**src/rtl/pixel_write_controller.sv**
```systemverilog
// Pixel write controller: buffers signed (x,y) points, clips them to the screen and issues framebuffer writes.
// Optional CLIP_STATS_EN adds a saturating clip_count output.
module pixel_write_controller #(
  parameter int COORD_W    = 13,
  parameter int FB_WIDTH   = 640,
  parameter int FB_HEIGHT  = 480,
  parameter int ADDR_W     = 19,
  parameter int COLOR_W    = 8,
  parameter int FIFO_DEPTH = 4
) (
  input  logic                      clk,
  input  logic                      reset,
  input  logic                      start,
  input  logic [COLOR_W-1:0]        color,
  input  logic                      pix_valid,
  input  logic signed [COORD_W-1:0] pix_x,
  input  logic signed [COORD_W-1:0] pix_y,
  input  logic                      pix_last,
  output logic                      pix_ready,
  output logic                      mem_we,
  output logic [ADDR_W-1:0]         mem_addr,
  output logic [COLOR_W-1:0]        mem_data,
  input  logic                      mem_wait,
  output logic                      busy,
  output logic                      done,
`ifdef CLIP_STATS_EN
  output logic [15:0]               clip_count,
`endif
  output logic [1:0]                dbg_state
);

  // Handshake: a coordinate transfers on a rising edge where pix_valid && pix_ready;
  // a framebuffer write completes on a rising edge where mem_we && !mem_wait.

  localparam int PTR_W = $clog2(FIFO_DEPTH);
  localparam logic [COORD_W-1:0] X_LIM = COORD_W'(FB_WIDTH);
  localparam logic [COORD_W-1:0] Y_LIM = COORD_W'(FB_HEIGHT);

  typedef enum logic [1:0] {IDLE = 2'd0, RUN = 2'd1, DRAIN = 2'd2, FINISH = 2'd3} state_t;

  state_t               state, state_nxt;
  logic [COLOR_W-1:0]   color_reg;
  logic [COORD_W-1:0]   fifo_x [FIFO_DEPTH];
  logic [COORD_W-1:0]   fifo_y [FIFO_DEPTH];
  logic [PTR_W-1:0]     wr_ptr, rd_ptr;
  logic [PTR_W:0]       count;
  logic                 fifo_full, fifo_empty;
  logic                 stage_free, push, pop;
  logic [COORD_W-1:0]   head_x, head_y;
  logic                 in_bounds;
  logic [ADDR_W-1:0]    head_addr;

  assign fifo_full  = (count == (PTR_W+1)'(FIFO_DEPTH));
  assign fifo_empty = (count == '0);
  assign stage_free = !mem_we || !mem_wait;
  assign push       = pix_valid && pix_ready;
  assign pop        = (state != IDLE) && !fifo_empty && stage_free;
  assign busy       = (state != IDLE);
  assign dbg_state  = state;

  assign head_x    = fifo_x[rd_ptr];
  assign head_y    = fifo_y[rd_ptr];
  // MSB clear means non-negative, so the remaining compare can be unsigned.
  assign in_bounds = !head_x[COORD_W-1] && (head_x < X_LIM) &&
                     !head_y[COORD_W-1] && (head_y < Y_LIM);
  assign head_addr = ADDR_W'(head_y) * ADDR_W'(FB_WIDTH) + ADDR_W'(head_x);

  always_comb begin
    state_nxt = state;
    pix_ready = 1'b0;
    done      = 1'b0;
    case (state)
      IDLE:    if (start) state_nxt = RUN;
      RUN: begin
        pix_ready = !fifo_full;
        if (pix_valid && !fifo_full && pix_last) state_nxt = DRAIN;
      end
      DRAIN:   if (fifo_empty && stage_free) state_nxt = FINISH;
      FINISH: begin
        done      = 1'b1;
        state_nxt = IDLE;
      end
      default: state_nxt = IDLE;
    endcase
  end

  always_ff @(posedge clk) begin
    if (push) begin
      fifo_x[wr_ptr] <= pix_x;
      fifo_y[wr_ptr] <= pix_y;
    end
  end

  always_ff @(posedge clk) begin
    if (!reset) begin
      state     <= IDLE;
      color_reg <= '0;
      wr_ptr    <= '0;
      rd_ptr    <= '0;
      count     <= '0;
      mem_we    <= 1'b0;
      mem_addr  <= '0;
      mem_data  <= '0;
    end else begin
      state <= state_nxt;
      if (state == IDLE && start) color_reg <= color;
      if (push) wr_ptr <= wr_ptr + 1'b1;
      if (pop)  rd_ptr <= rd_ptr + 1'b1;
      if (push && !pop)      count <= count + 1'b1;
      else if (!push && pop) count <= count - 1'b1;
      // A stalled write holds everything; otherwise the stage reloads or goes idle.
      if (state == IDLE) begin
        mem_we <= 1'b0;
      end else if (stage_free) begin
        if (pop && in_bounds) begin
          mem_we   <= 1'b1;
          mem_addr <= head_addr;
          mem_data <= color_reg;
        end else begin
          mem_we <= 1'b0;
        end
      end
    end
  end

`ifdef CLIP_STATS_EN
  always_ff @(posedge clk) begin
    if (!reset) begin
      clip_count <= '0;
    end else if (state == IDLE && start) begin
      clip_count <= '0;
    end else if (pop && !in_bounds && clip_count != 16'hFFFF) begin
      clip_count <= clip_count + 1'b1;
    end
  end
`endif

endmodule

```
**config.mk**
```make
export PLATFORM = sky130hd
export DESIGN_NAME = pixel_write_controller
export DESIGN_NICKNAME = d
export VERILOG_FILES = /design/src/rtl/pixel_write_controller.sv
export SDC_FILE = /design/constraint.sdc
export NUM_CORES = 1
export LEC_CHECK = 0
export ABC_AREA = 1
export CAP_MARGIN = 20
export CORE_AREA = 2 2 102 178
export CTS_BUF_LIST = sky130_fd_sc_hd__clkbuf_8
export DETAILED_ROUTE_END_ITERATION = 8
export DIE_AREA = 0 0 104 180
export SLEW_MARGIN = 20
export SYNTH_ARGS = -nofsm -noshare
export SYNTH_HDL_FRONTEND = slang
export SYNTH_SLANG_ARGS = --single-unit
```
**constraint.sdc**
```tcl
create_clock -name clk -period 6.15 [get_ports clk]
set_input_delay 1.23 -clock clk [delete_from_list [all_inputs] [get_ports clk]]
set_output_delay 1.23 -clock clk [all_outputs]
set_load 0.02 [all_outputs]
```
==> results.sh, run 1 <==
export IMPL_syn_inst=688
export IMPL_synth_edf_count=104
export IMPL_p_seq_share_pct=29.7
export IMPL_cts_setup_buffers=0
export IMPL_powerDensity_nw_per_um2=510
export IMPL_period_share_pct=66.3
export IMPL_ys_types=33
export IMPL_top_regs="fifo_x (52), fifo_y (52), mem_addr (19)"
export IMPL_post_cts_resized=0
export IMPL_r2r_end="mem_addr[17]"
export IMPL_hold_buffers=0
export IMPL_switching_share_pct=42.9
export IMPL_wl_per_cell_um=14.5
export IMPL_arrival_ns=4.44
export IMPL_p_comb_share_pct=51.1
export IMPL_viasPerCell=4.84
export IMPL_worst_setup_path_end_kind="register"
export IMPL_root_buffer="clkbuf_8"
export IMPL_vias=4850
export IMPL_synthTopCellsByCount="nand2_1 (134), nor2_1 (107), edfxtp_1 (104)"
export IMPL_path_clk_slew_ns=0.08
export IMPL_start_util_pct=39.2
export IMPL_portBuffers=72
export IMPL_syn_cell_area_sq_um=6780
export IMPL_synthToLayoutAreaGrowth_pct=19.8
export IMPL_p_leak_nw=3.23
export IMPL_finalClockSkew_ns=0.0175
export IMPL_numClockSinks=151
export IMPL_nNetsFinal=834
export IMPL_clockBufferDepth=2
export IMPL_hold_viol=0
export IMPL_maxCapViolations=0
export IMPL_internal_power_mw=2.36
export IMPL_yosysMostFrequentCell="nand2_1"
export IMPL_vdd_ir_drop_worst_uv=362
export IMPL_async_reset_ff_share_pct=0
export IMPL_drt_iter0_markers=217
export IMPL_reg2reg_depth=18
export IMPL_grt_use_total_pct=16.1
export IMPL_gp_congestion=0.834
export IMPL_outcome="finished, final reports clean"
export IMPL_wirelength_um=14600
export IMPL_syn_nets=763
export IMPL_slew_viol_final=0
export IMPL_synth_area_per_cell_sq_um=9.85
export IMPL_hp_class="reg2reg"
export IMPL_dieHeight_um=180
export IMPL_timing_hold_ws_ns=0.465
export IMPL_io_pin_count=73
export IMPL_max_freq_mhz=245
export IMPL_ant_nets=0
export IMPL_grt_pass1_vias=4839
export IMPL_power_mw=4.14
export IMPL_tritoncts="yes"
export IMPL_grt_remaining_overflow=0
export IMPL_worstSkewPairLatency_ns=0.45
export IMPL_hold_path_depth=2
export IMPL_cts_buffers_inserted=17
export IMPL_antenna_cells=0
export IMPL_fp_dieW_um=104
export IMPL_synthFlopType="edfxtp_1"
export IMPL_antenna_found_initial=0
export IMPL_dieArea_sq_um=18700
export IMPL_yosysWarnings=0
export IMPL_ys_seq_area_share_pct=59.9
export IMPL_min_period_ns=4.08
export IMPL_synth_largest_area_cell="edfxtp_1"
export IMPL_critPathSlowestCell="dfxtp_1"
export IMPL_clkPwrFrac_pct=19.1
export IMPL_row_count=64
export IMPL_path_class="reg2reg"
export IMPL_drive_gt1_share_pct=5.31
export IMPL_synth_top_cell_area_share_pct=46.1
export IMPL_core_area_sq_um=17300
export IMPL_drc_errors=0
export IMPL_required_ns=6.51
export IMPL_ys_top_cells_by_area="edfxtp_1 (46%), dfxtp_1 (14%), nand2_1 (7.4%)"
export IMPL_grt_pass1_wl_um=23400
export IMPL_synth_seq_cells=151
export IMPL_finalSetupViolCount=0
export IMPL_slew_headroom_pct=39.0
export IMPL_cpPeakStageDelay_ns=0.77
export IMPL_htree_levels=4
export IMPL_grt_max_degree=53
export IMPL_start_kind="register"
export IMPL_hp_start="rd_ptr[1]"
export IMPL_path_cells="buf_4 -> nand2_1 -> a32oi_1 -> ha_1 -> ha_1 -> inv_1 -> fa_1 -> xnor2_1 -> ha_1 -> nand2_1 -> nor4_1 -> o21ai_0 -> nor2_1 -> nand2_1 -> nand2_1 -> nand3_1 -> nand2_1 -> inv_1"
export IMPL_dr_pass1_iters=5
export IMPL_path_common_cell="nand2_1"
export IMPL_dp_hpwl_um=10000
export IMPL_rrSetupSlack_ns=2.07
export IMPL_worst_path_max_fanout=34
export IMPL_power_switching_mw=1.78
export IMPL_tns_ns=0
export IMPL_tightest_slew_ns=0.913
export IMPL_rsz0062_at_grt="false"
==> power groups by stage <==
stage | Combinational, mW | Clock (mW) | Sequential (mW)
4_1_cts | 2.12 | 0.810 | 1.23
2_1_floorplan | 1.64 | 0 | 1.24
3_5_place_dp | 2.10 | 0 | 1.25
6_report | 2.12 | 0.793 | 1.23
5_1_grt | 2.42 | 0.848 | 1.24
3_3_place_gp | 2.06 | 0 | 1.25
==> placed cells by master (no fill, tap or decap), types with 2 or more instances in the layout <==
master,Yosys,layout
o21ai_0,56,56
nand3_1,39,39
bufinv_16,0,3
nand2_1,134,134
edfxtp_1,104,104
o21ai_1,19,19
fa_1,3,3
a21oi_1,25,25
o211ai_1,2,2
nor2_1,107,103
nor2_4,0,3
clkdlybuf4s50_1,0,72
ha_1,32,32
nor3_1,2,2
nand4_1,3,3
xnor2_1,3,3
buf_4,3,4
inv_1,59,63
inv_4,2,3
dfxtp_1,47,47
clkbuf_8,0,21
xor2_1,5,5
o22ai_1,12,12
==> routing by layer <==
metal  vias up  track usage, %  routed length (um)
li1       2462               -                   -
met1      2292            16.5                5690
met2        78            30.7                8150
met3        18            3.63                 453
met4         0            6.81                 269
met5         -               0                   0
==> cell families (layout without fill, tap and decap cells) <==
logic type                 count (synthesis)  after routing  share of synthesized area, %
adders and majority gates                 35             35                          6.79
and+or+nand+nor                          289            289                          17.3
AOI/OAI and AO/OA                        119            119                          9.27
buffers and inverters                     86            170                          5.67
DFF                                      151            151                          59.9
xor gates and xnor gates                   8              8                          1.03
==> worst max-delay path: cells and delay by family, from the launching register on <==
kind | cells | cell delay, ns
AO/OA/AOI/OAI | 2 | 0.54
XOR/XNOR | 1 | 0.15
adder cells (fa/ha/maj) | 4 | 1.12
buffers and inverters | 3 | 0.56
flip-flops | 1 | 0.77
AND/OR/NAND/NOR | 8 | 0.83
==> stage by stage <==
step | utilization, % | instances | setup WS (ns) | area, sq um
after global placement | 44.5 | 971 | 2.18 | 7700
after CTS | 46.9 | 1003 | 2.02 | 8120
final | 46.9 | 1003 | 2.07 | 8120
after detailed placement | 44.5 | 971 | 2.04 | 7700
after floorplan | - | 688 | 2.74 | 6780
after global routing | 46.9 | 1003 | 1.59 | 8120
==> area by class of cell <==
cell class                      instances  area (sq um)
Inverter                               62           238
Clock buffer                           21           289
Multi-Input combinational cell        451          2360
Timing Repair Buffer                   76           751
Fill cell                            1617          9180
Clock inverter                         11           133
Tap cell                              231           289
Sequential cell                       151          4060
==> worst max-delay path by stage <==
| stage | slack, ns | depth (start not counted) | to | start |
|---|---|---|---|---|
| 3_3_place_gp | 2.18 | 18 | mem_addr[17] | register |
| 6_report | 2.07 | 18 | mem_addr[17] | register |
| 5_1_grt | 1.59 | 18 | mem_addr[17] | register |
| 2_1_floorplan | 2.74 | 21 | mem_addr[17] | register |
| 3_5_place_dp | 2.04 | 18 | mem_addr[17] | register |
| 4_1_cts | 2.02 | 18 | mem_addr[17] | register |
No activity file was read; power rests on OpenSTA's default activity.
==> inputs of run 2 (changes only) <==
clock period = 3.4 ns   (was 6.15 ns; I/O delays follow)
==> run 2 against run 1 <==
  * Combinational power grew 100%
  * Largest power group unchanged
  * Sequential power grew 80%
  * Final cell count grew 2.1%
  * Register-to-register slack lost 1.8 ns
  * Sequential share of layout area shrank 1.0 points
  * Core utilization grew 1.0 points
  * Highest routed layer unchanged
  * Die area is the same
==> results.sh, run 2 (synthesis results as in run 1) <==
export IMPL_outcome="finished, final reports clean"
export IMPL_max_freq_mhz=320
export IMPL_start_kind="register"
export IMPL_vdd_ir_drop_worst_uv=551
export IMPL_placed_area_sq_um=7830
export IMPL_worst_path_max_fanout=21
export IMPL_tightest_slew_ns=0.463
export IMPL_gp_congestion=0.846
export IMPL_rrSetupSlack_ns=0.27
export IMPL_grt_pass1_vias=5007
export IMPL_mostFrequentLayoutCell="nand2_1"
export IMPL_path_clk_slew_ns=0.08
export IMPL_numClockSinks=151
export IMPL_root_buffer="clkbuf_8"
export IMPL_power_mw=7.90
export IMPL_vias=4980
export IMPL_maxCapViolations=0
export IMPL_tns_ns=0
export IMPL_wirelength_um=14700
export IMPL_dr_pass1_iters=4
export IMPL_drive_gt1_share_pct=9.21
export IMPL_path_class="reg2reg"
export IMPL_antenna_found_initial=0
export IMPL_utilization_pct=48.0
export IMPL_grt_pass1_wl_um=24000
export IMPL_p_leak_nw=3.32
export IMPL_worst_setup_path_end_kind="register"
export IMPL_drc_errors=0
export IMPL_finalSetupViolCount=0
export IMPL_synthToLayoutAreaGrowth_pct=22.4
export IMPL_grt_use_total_pct=16.2
export IMPL_drt_iter0_markers=198
export IMPL_start_util_pct=39.2
export IMPL_nNetsFinal=855
export IMPL_required_ns=3.75
export IMPL_min_period_ns=3.13
export IMPL_antenna_cells=0
export IMPL_fill_cells=1669
export IMPL_cts_buffers_inserted=17
export IMPL_dieArea_sq_um=18700
export IMPL_dieHeight_um=180
export IMPL_powerDensity_nw_per_um2=953
export IMPL_row_count=64
export IMPL_period_share_pct=92.0
export IMPL_hold_viol=0
export IMPL_tritoncts="yes"
export IMPL_fp_dieW_um=104
export IMPL_grt_remaining_overflow=0
export IMPL_layout_common_cells="nand2_1 (133), edfxtp_1 (104), nor2_1 (103), clkdlybuf4s50_1 (72), inv_1 (59)"
export IMPL_hp_start="rd_ptr[1]"
export IMPL_ant_nets=0
export IMPL_design_area_sq_um=8300
export IMPL_top_regs="fifo_x (52), fifo_y (52), mem_addr (19)"
export IMPL_clockBufferDepth=2
export IMPL_worstSkewPairLatency_ns=0.45
export IMPL_slew_headroom_pct=69.1
export IMPL_dp_hpwl_um=10600
export IMPL_slew_viol_final=0
export IMPL_htree_levels=4
export IMPL_hp_class="reg2reg"
export IMPL_portBuffers=72
export IMPL_rsz0062_at_grt="false"
export IMPL_io_pin_count=73
export IMPL_viasPerCell=4.86
export IMPL_arrival_ns=3.47
export IMPL_grt_max_degree=33
export IMPL_hold_buffers=0
export IMPL_finalClockSkew_ns=0.0159
export IMPL_wl_per_cell_um=14.3
export IMPL_core_area_sq_um=17300
## run 2: cell count changes in the layout (fill, tap and decap cells not counted), moves of 2 or more
cell	change
nor2_2	+3
dfxtp_1	-2
inv_6	+3
o21ai_0	-2
buf_4	+20
clkinv_4	+4
nor2_4	-3
o21ai_2	+2
inv_1	-4
## run 2: final timing paths
| path | endpoint | cells after the start |
|---|---|---|
| worst max-delay path | mem_addr[17] | 18 |
| worst min-delay path | register | 2 |
| worst max register to register | mem_addr[17] | 18 |
| worst min register to register | register | 2 |
## run 2: power by group
group | leakage [nW] | internal, mW | switching (mW) | total, mW
clock network | 0.211 | 0.721 | 0.669 | 1.39
logic | 1.79 | 1.69 | 2.60 | 4.29
registers | 1.32 | 2.13 | 0.0927 | 2.22
## run 2: final cells by class
type                            count  area (sq um)  share of cell area [%]
Inverter                           62           240                    2.90
Clock buffer                       20           275                    3.32
Sequential cell                   151          4070                    49.0
Tap cell                          231           289                    3.48
Clock inverter                     12           140                    1.69
Multi-Input combinational cell    451          2370                    28.6
Timing Repair Buffer               97           912                    11.0
## run 2: per-layer routing
| metal | wire (um) | vias to the layer above | track usage, % |
|---|---|---|---|
| met5 | 0 | - | 0 |
| met4 | 311 | 0 | 6.49 |
| met1 | 5830 | 2376 | 17.0 |
| met2 | 8170 | 75 | 31.2 |
| met3 | 362 | 16 | 3.15 |
| li1 | - | 2513 | - |
## run 2: critical path, cell delays in order (launching register included)
cell and delay (ns):
dfxtp_4 0.42, inv_6 0.09, o21ai_0 0.15, o22ai_1 0.11
ha_1 0.30, ha_1 0.17, inv_1 0.05, fa_1 0.41
xnor2_1 0.15, ha_1 0.32, nand2_1 0.10, nor4_2 0.18
o21ai_1 0.13, nor2_1 0.15, nand2_1 0.07, nand2_1 0.06
nand3_1 0.06, nand2_1 0.07, inv_1 0.04
## run 2: metrics by stage
stage / instances / hold slack [ns] / setup WS (ns)
floorplan: 688 / 0.436 / 0.0415
global placement: 991 / 0.453 / 0.0426
detailed placement: 991 / 0.471 / -0.0226
CTS: 1023 / 0.484 / 0.0617
global route: 1024 / 0.515 / 0.00348
finish: 1024 / 0.473 / 0.274
## run 2: what timing repair did
action,CTS,global route
gates resized for setup,1,11
endpoints found under the hold margin,0,0
buffers inserted,0,1
endpoints found under the setup margin,1,6
==> inputs of run 3 (changes only) <==
SKIP_LAST_GASP = 1   (was default)
SLEW_MARGIN = default   (was 20)
==> run 3 against run 2 <==
  * Clock-buffer cell count stayed put
  * Via count hardly changed
  * Sequential share of layout area hardly changed
  * Hold slack stayed put
  * Core utilization hardly changed
  * Wire length hardly changed
  * Critical endpoint unchanged
  * Largest power group unchanged
==> results.sh, run 3 (synthesis results as in run 1) <==
export IMPL_place_ws_ns=-0.0226
export IMPL_use_met1_pct=17.0
export IMPL_gr_max_usage_layer="met2"
export IMPL_root_buffer="clkbuf_8"
export IMPL_internal_power_mw=4.54
export IMPL_tns_ns=0
export IMPL_grt_pass1_vias=5007
export IMPL_top_regs="fifo_x (52), fifo_y (52), mem_addr (19)"
export IMPL_htree_levels=4
export IMPL_p_seq_share_pct=28.1
export IMPL_worstSkewPairLatency_ns=0.45
export IMPL_vias=4982
export IMPL_core_area_sq_um=17300
export IMPL_grt_max_degree=33
export IMPL_period_share_pct=92.4
export IMPL_finalClockSkew_ns=0.0159
export IMPL_worst_setup_path_end_kind="register"
export IMPL_viasPerCell=4.87
export IMPL_dieHeight_um=180
export IMPL_antenna_cells=0
export IMPL_outcome="finished, final reports clean"
export IMPL_clockBufferDepth=2
export IMPL_use_met2_pct=31.2
export IMPL_p_leak_nw=3.32
export IMPL_grt_use_total_pct=16.2
export IMPL_hp_class="reg2reg"
export IMPL_timing_hold_ws_ns=0.473
export IMPL_layout_common_cells="nand2_1 (133), edfxtp_1 (104), nor2_1 (103), clkdlybuf4s50_1 (72), inv_1 (59)"
export IMPL_hold_viol=0
export IMPL_antenna_found_initial=0
export IMPL_dieArea_sq_um=18700
export IMPL_use_met3_pct=3.15
export IMPL_wirelength_um=14700
export IMPL_maxCapViolations=0
export IMPL_switching_share_pct=42.6
export IMPL_nNetsFinal=855
export IMPL_stdcell_count=1024
export IMPL_grt_remaining_overflow=0
export IMPL_worst_slack_ns=0.258
export IMPL_ant_nets=0
export IMPL_powerDensity_nw_per_um2=953
export IMPL_dr_pass1_iters=4
export IMPL_synthToLayoutAreaGrowth_pct=22.3
export IMPL_grt_pass1_wl_um=24000
export IMPL_p_comb_share_pct=54.3
export IMPL_placed_area_sq_um=7830
export IMPL_rsz0062_at_grt="true"
export IMPL_mostFrequentLayoutCell="nand2_1"
export IMPL_arrival_ns=3.49
export IMPL_vdd_ir_drop_worst_uv=551
export IMPL_row_count=64
export IMPL_power_switching_mw=3.36
export IMPL_drc_errors=0
export IMPL_max_freq_mhz=318
export IMPL_fill_cells=1670
export IMPL_design_area_sq_um=8290
export IMPL_multi_input_area_sq_um=2370
export IMPL_tightest_slew_ns=0.463
export IMPL_path_clk_slew_ns=0.08
export IMPL_rrSetupSlack_ns=0.26
export IMPL_drt_iter0_markers=198
export IMPL_cts_buffers_inserted=17
export IMPL_gp_congestion=0.846
export IMPL_worst_path_max_fanout=21
export IMPL_wl_per_cell_um=14.3
export IMPL_io_pin_count=73
export IMPL_min_period_ns=3.14
export IMPL_slew_viol_final=0
export IMPL_finalSetupViolCount=0
export IMPL_dp_cells=991
export IMPL_slew_headroom_pct=69.1
export IMPL_tritoncts="yes"
export IMPL_start_util_pct=39.2
export IMPL_path_class="reg2reg"
export IMPL_start_kind="register"
export IMPL_ff_latch_area_sq_um=4070
export IMPL_portBuffers=72
export IMPL_required_ns=3.75
export IMPL_numClockSinks=151
export IMPL_clkPwrFrac_pct=17.6
export IMPL_dp_hpwl_um=10600
export IMPL_fp_dieW_um=104
export IMPL_drive_gt1_share_pct=9.21
==> run 3: timing repair <==
action                                  in CTS  in global routing
endpoints found under the setup margin       1                  6
hold buffers                                 0                  0
buffers inserted                             0                  1
resized for setup                            1                 10
cloned                                       0                  0
pin swaps                                    0                  0
==> run 3: final timing paths <==
check,startpoint,endpoint,cells past startpoint
setup reg to reg,register,mem_addr[17],18
hold / removal,rd_ptr[1],register,2
hold reg to reg,rd_ptr[1],register,2
setup / recovery,register,mem_addr[17],18
==> run 3: final cells by class <==
type                            count  share of cell area [%]
Tap cell                          231                    3.49
Timing Repair Buffer               97                    11.0
Sequential cell                   151                    49.1
Inverter                           62                    2.87
Clock inverter                     12                    1.69
Clock buffer                       20                    3.32
Multi-Input combinational cell    451                    28.6
==> run 3: worst max-delay path: stages, from the launching register on <==
cell	delay [ns]
dfxtp_4	0.41
inv_4	0.11
o21ai_0	0.16
o22ai_1	0.11
ha_1	0.30
ha_1	0.17
inv_1	0.05
fa_1	0.41
xnor2_1	0.15
ha_1	0.32
nand2_1	0.10
nor4_2	0.18
o21ai_1	0.13
nor2_1	0.15
nand2_1	0.07
nand2_1	0.06
nand3_1	0.06
nand2_1	0.07
inv_1	0.04
==> run 3: power groups by stage <==
stage                     registers [mW]  logic, mW  clock network, mW
after floorplan                     2.24       2.96                  0
after global placement              2.25       4.07                  0
after detailed placement            2.26       4.16                  0
after global routing                2.24       4.89               1.51
after CTS                           2.22       4.18               1.43
final                               2.22       4.29               1.39
==> run 3: routing by layer <==
metal  up-vias  wire length [um]  part of all wire (%)
li1       2513                 -                     -
met1      2376              5820                    40
met2        77              8170                    56
met3        16               368                   2.5
met4         0               311                   2.1
met5         -                 0                     0
==> run 3: stage by stage <==
stage / power [mW] / utilization [%]
CTS: 7.83 / 47.7
detailed placement: 6.42 / 45.3
global placement: 6.32 / 45.3
floorplan: 5.20 / -
finish: 7.90 / 47.9
global route: 8.63 / 47.9
